## config.mk

```make
export PLATFORM = sky130hd
export DESIGN_NAME = pwm_actuator
export DESIGN_NICKNAME = d
export VERILOG_FILES = /design/src/rtl/pid_pkg.sv /design/src/rtl/sat_clamp.sv /design/src/rtl/pwm_actuator.sv
export SDC_FILE = /design/constraint.sdc
export NUM_CORES = 1
export LEC_CHECK = 0
export CAP_MARGIN = 20
export CORE_ASPECT_RATIO = 0.5
export CORE_MARGIN = 1.5
export CORE_UTILIZATION = 51
export CTS_CLUSTER_DIAMETER = 200
export DETAILED_ROUTE_END_ITERATION = 6
export PLACE_DENSITY = 0.8
export SLEW_MARGIN = 20
export SYNTH_ARGS = -nofsm -noshare
export SYNTH_HDL_FRONTEND = slang
export SYNTH_SLANG_ARGS = --single-unit
```

## constraint.sdc

```tcl
create_clock -name clk -period 2 [get_ports clk]
set_input_delay 0.4 -clock clk [delete_from_list [all_inputs] [get_ports clk]]
set_output_delay 0.4 -clock clk [all_outputs]
set_load 0.01 [all_outputs]
```

## src/rtl/pid_pkg.sv

```systemverilog
// Shared encodings for the PWM actuator and the PI controllers: FSM states and the
// clamp-result flag.
package pid_pkg;

  typedef enum logic [1:0] {
    StIdle = 2'd0,
    StRun  = 2'd1,
    StStop = 2'd2
  } pwm_state_e;

  typedef enum logic [1:0] {
    SatNone = 2'b00,
    SatLo   = 2'b01,
    SatHi   = 2'b10
  } sat_e;

endpackage

```

## src/rtl/sat_clamp.sv

```systemverilog
// Combinational clamp of a signed 32-bit word into [0, Limit].
// Also used on the controller output.
module sat_clamp
  import pid_pkg::*;
#(
  parameter int unsigned Limit = 1000,
  parameter int unsigned OutW  = 16
) (
  input  logic signed [31:0]   val_i,
  output logic        [OutW-1:0] val_o,
  output sat_e                 sat_o
);

  // Compare at full signed width so large words never alias into range.
  localparam logic signed [31:0] LimitS = 32'(Limit);

  always_comb begin
    val_o = '0;
    sat_o = SatNone;
    if (val_i < 0) begin
      sat_o = SatLo;
    end else if (val_i > LimitS) begin
      val_o = OutW'(Limit);
      sat_o = SatHi;
    end else begin
      val_o = val_i[OutW-1:0];
    end
  end

endmodule

```

## src/rtl/pwm_actuator.sv

```systemverilog
// PWM actuator: applies a clamped control word as a duty cycle, updating only at period
// boundaries, and strobes the controller at each period start.
module pwm_actuator
  import pid_pkg::*;
#(
  parameter int unsigned PERIOD = 1000,
  parameter int unsigned CNT_W  = 16
) (
  input  logic               clk,
  input  logic               rst,
  input  logic               en,
  input  logic signed [31:0] ctrl_in,
  input  logic               ctrl_valid,
  output logic               pwm_out,
  output logic               sample_strobe,
  output logic [CNT_W-1:0]   duty,
  output logic               sat_hi,
  output logic               sat_lo,
  output logic               busy
);

  localparam logic [CNT_W-1:0] LastCnt = CNT_W'(PERIOD - 1);

  pwm_state_e       state_q, state_d;
  logic [CNT_W-1:0] cnt_q, cnt_d;
  logic [CNT_W-1:0] pend_q, pend_d;
  logic [CNT_W-1:0] duty_q, duty_d;
  sat_e             pend_sat_q, pend_sat_d;
  sat_e             sat_q, sat_d;
  logic             pwm_q, pwm_d;
  logic             strobe_q, strobe_d;

  logic [CNT_W-1:0] clamp_val;
  sat_e             clamp_sat;
  logic             running, wrap, start, load;

  sat_clamp #(
    .Limit(PERIOD),
    .OutW (CNT_W)
  ) u_clamp (
    .val_i(ctrl_in),
    .val_o(clamp_val),
    .sat_o(clamp_sat)
  );

  always_comb begin
    running = (state_q != StIdle);
    wrap    = running && (cnt_q == LastCnt);
    start   = (state_q == StIdle) && en;
    load    = start || wrap;

    state_d = state_q;
    unique case (state_q)
      StIdle:  if (en) state_d = StRun;
      StRun:   if (!en) state_d = StStop;
      StStop: begin
        if (en)        state_d = StRun;
        else if (wrap) state_d = StIdle;
      end
      default: state_d = StIdle;
    endcase

    cnt_d = (!running || wrap) ? '0 : cnt_q + CNT_W'(1);

    pend_d     = pend_q;
    pend_sat_d = pend_sat_q;
    if (ctrl_valid) begin
      pend_d     = clamp_val;
      pend_sat_d = clamp_sat;
    end

    // Loading from pend_d lets a same-cycle valid word bypass the pending register.
    duty_d = duty_q;
    sat_d  = sat_q;
    if (load) begin
      duty_d = pend_d;
      sat_d  = pend_sat_d;
    end

    pwm_d    = running && (state_d != StIdle) && (cnt_q < duty_q);
    strobe_d = start || (wrap && (state_d == StRun));
  end

  always_ff @(posedge clk) begin
    if (rst) begin
      state_q    <= StIdle;
      cnt_q      <= '0;
      pend_q     <= '0;
      pend_sat_q <= SatNone;
      duty_q     <= '0;
      sat_q      <= SatNone;
      pwm_q      <= 1'b0;
      strobe_q   <= 1'b0;
    end else begin
      state_q    <= state_d;
      cnt_q      <= cnt_d;
      pend_q     <= pend_d;
      pend_sat_q <= pend_sat_d;
      duty_q     <= duty_d;
      sat_q      <= sat_d;
      pwm_q      <= pwm_d;
      strobe_q   <= strobe_d;
    end
  end

  assign pwm_out       = pwm_q;
  assign sample_strobe = strobe_q;
  assign duty          = duty_q;
  assign sat_hi        = (sat_q == SatHi);
  assign sat_lo        = (sat_q == SatLo);
  assign busy          = (state_q != StIdle);

endmodule

```

==> results.txt, run 1 <==
Status = finished, final reports clean
CP endpoint = duty[9]
Most frequent cell after synthesis = dfxtp_1
DRC = 0
Routed Antenna Nets = 0
Clk buf depth = 2
Syn avg cell area = 9.17 µm²
Clk root buf = clkbuf_8
Fin cells = 430
Global route overflow = 0
Max-Cap Viols = 0
Post-CTS setup buffer count = 0
Util after Layout = 71.3%
Dpl hpwl = 4930 µm
Post-synth EDFFs = 0
Area contributors post-synth = dfxtp_1 42%, a211oi_2 8.4%, ha_1 7.5%, nor2_1 6.5%, nand2_1 2.8%
Highest routed layer = met4
Final net count = 411
Relative slew margins = 58.5%
Ys Warns = 0
Clock Latency Late Sink = 320 ps
Tcrit/Tclk final = 98.3%
Setup Skew = 11.8 ps
Routed via count = 2,344
Die Height = 54.2 µm
Worst-path clk slew = 110 ps
R2R depth = 5
Clock power share = 29.9%
Peak VDD IR = 305 µV
Async set-or-reset flop fraction in the synthesized netlist = 0%
Setup crit end kind = register
All-Layer GR Usage = 23.4%
Layout area overhead = 32.9%
Die Wd = 105 µm
I/O pin cnt = 57
CTS sink count = 56
Post-synth top cells = 56 x dfxtp_1, 46 x nor2_1, 20 x nand2_1
Area share of the largest cell type after synthesis = 42.0%
CTS HTree Levels = 2
Post-route minimum period = 1970 ps
DR WL met3 = 235 µm
Initial antenna violation count = 0
Wire per inst = 15.0 µm
Total CTS buffers = 5
RR Endpoint = cnt_q[13]
Gate power share = 16.4%
Row count = 18
Worst-path fanout max = 7
Switching Share = 27.1%
Pwr dens = 619 nW/µm²
Tightest Pin Transition = 616 ps
Reg area = 1120 µm²
Die Area = 5700 µm²
Fmax = 0.509 GHz
Leakage = 0.00130 µW
Internal power = 1600 µW
Synth Register Bits = 56
Total Power = 2200 µW
Synth cell types = 38
Crit Path Class = input port to register
Core footprint = 4980 µm²
Crit path launch = ctrl_in[4]
First-pass GRT wire length = 10,200 µm
Most used DFF post-synth = dfxtp_1
Synth Instances = 291
Flop pwr share = 53.8%
Area leader, netlist = dfxtp_1
WL final = 6440 µm
Final GP Congestion = 0.835
Starting Density = 53.6%
Met2 WL post-DR = 2970 µm
Mapped Area = 2670 µm²
Critical path arrival = 2180 ps
Sequential element share of the synthesized area = 42.0%
Slew Limit Fails = 0
TritonCTS clock tree = yes
Final worst slack = 33.5 ps
Worst R2R Start = cnt_q[3]
Hold Path Class = register to register
Vias per inst = 5.45
FF-to-FF setup slack = 210 ps
Vias in the first global route = 2,202
Post-Route M1 WL = 3150 µm
Hold Vio Cnt, Final = 0
Layout cell share with drive strength beyond 1 = 14.7%
Pre-CTS WS = -333 ps
Crit start category = input port
Fillers = 387
Diode count = 0
Largest net degree at the start of global routing = 39
Post-Syn Nets = 343
RSZ-0062 raised after global routing = false
Buffers on Ports = 56
Footprint of the multi-input gates = 1470 µm²
CP Data Required Time = 2220 ps
Net Sw Power = 595 µW
Final setup fails = 0
Drt pass-1 iters = 4
Initial DRC Count = 80
Placed insts = 422
what timing repair did:
item                                    CTS  global route
pin swaps                                 1             2
resized for setup                         0             6
hold buffers                              0             0
endpoints found under the setup margin    1            10
per-layer routing:
metal | GRT usage, % | up-vias
met5 | 0 | -
met3 | 4.60 | 12
met1 | 30.2 | 1122
li1 | - | 1151
met2 | 40.3 | 59
met4 | 7.99 | 0
placed cells by master, fill, tap and decap left out, types with 2 or more instances in the layout:
cell / synthesis / final
nor4_1: 7 / 5
xor2_1: 8 / 8
inv_1: 18 / 18
a211oi_4: 0 / 4
buf_12: 0 / 2
clkdlybuf4s50_1: 0 / 56
o21a_1: 2 / 2
and3_1: 10 / 10
nor4_2: 5 / 7
xnor2_1: 7 / 7
buf_4: 2 / 14
ha_1: 16 / 16
inv_6: 0 / 2
nor3_1: 4 / 4
nor2_1: 46 / 46
nand4_1: 3 / 3
dfxtp_1: 56 / 56
nor3b_1: 6 / 6
a21oi_1: 12 / 12
a211oi_1: 2 / 2
a21o_1: 2 / 2
a211o_1: 2 / 2
o21ai_0: 2 / 2
nor2b_1: 3 / 3
clkbuf_8: 0 / 5
nand2_1: 20 / 20
nand3_1: 15 / 15
a22oi_1: 4 / 4
nand2b_1: 2 / 2
a211oi_2: 18 / 14
critical path: stages:
cell and delay (ps):
clkdlybuf4s50_1 440, nor4_2 360, nor4_2 120, o311a_4 480
a211oi_2 280, a211oi_2 100
stage by stage:
stage	instance area [µm²]	hold slack [ps]	setup TNS, ps
after floorplan	2670	425	0
after global placement	3410	452	-3840
after detailed placement	3410	457	-4840
after CTS	3500	473	0
after global routing	3550	499	0
final	3550	478	0
sequential cells by signal (all words and copies together) (netlist names):
signal and count:
state_q 2, duty 16, sample_strobe 1, pend_sat_q 2, pwm_out 1, pend_q 16
sat_q 2, cnt_q 16
how the worst min path moves through the flow:
| stage | end | cells past startpoint | slack [ps] | startpoint |
|---|---|---|---|---|
| finish | cnt_q[0] | 1 | 480 | cnt_q[0] |
| global placement | cnt_q[0] | 1 | 450 | cnt_q[0] |
| global route | duty[12] | 2 | 500 | duty[12] |
| floorplan | cnt_q[0] | 1 | 430 | cnt_q[0] |
| CTS | cnt_q[0] | 1 | 470 | cnt_q[0] |
| detailed placement | cnt_q[0] | 1 | 460 | cnt_q[0] |
final cells by class:
type	count	share of cell area [%]
multi-input cells	205	41.4
flip-flops and latches	56	31.6
repair buffers	72	19.9
well taps	70	2.47
inverters	19	2.01
clock buffers	5	1.94
clock inverters	3	0.705
cell families (layout without fill, tap and decap cells):
family / after synthesis / after routing / share of synthesized area (%)
adder cells (fa/ha/maj): 17 / 17 / 7.88
XOR/XNOR: 15 / 15 / 4.92
multiplexers: 2 / 2 / 0.797
flip-flops: 56 / 56 / 42.0
buffers and inverters: 30 / 99 / 4.59
AO/OA/AOI/OAI: 48 / 48 / 16.3
AND/OR/NAND/NOR: 123 / 123 / 23.5
power groups by stage:
stage	Sequential (µW)	Combinational [µW]	Clock, µW
floorplan	1200	164	0
global placement	1200	335	0
detailed placement	1200	346	0
CTS	1180	347	664
global route	1190	387	704
finish	1180	360	656
Power figures use the tool's default switching activity.
==> run 2, diff against run 1 <==
--- a/config.mk
+++ b/config.mk
@@ -5,7 +5,7 @@
 export SDC_FILE = /design/constraint.sdc
 export NUM_CORES = 1
 export LEC_CHECK = 0
-export CAP_MARGIN = 20
+export CAP_MARGIN = 0
 export CORE_ASPECT_RATIO = 0.5
 export CORE_MARGIN = 1.5
 export CORE_UTILIZATION = 51
==> results of run 2 <==
No change in the layout: final DEF, timing and power equal those of run 1.
==> run 3, diff against run 2 <==
--- a/config.mk
+++ b/config.mk
@@ -5,6 +5,7 @@
 export SDC_FILE = /design/constraint.sdc
 export NUM_CORES = 1
 export LEC_CHECK = 0
+export ABC_CLOCK_PERIOD_IN_PS = 2000
 export CAP_MARGIN = 0
 export CORE_ASPECT_RATIO = 0.5
 export CORE_MARGIN = 1.5
==> results of run 3 <==
No change in the layout: final DEF, timing and power equal those of run 1.
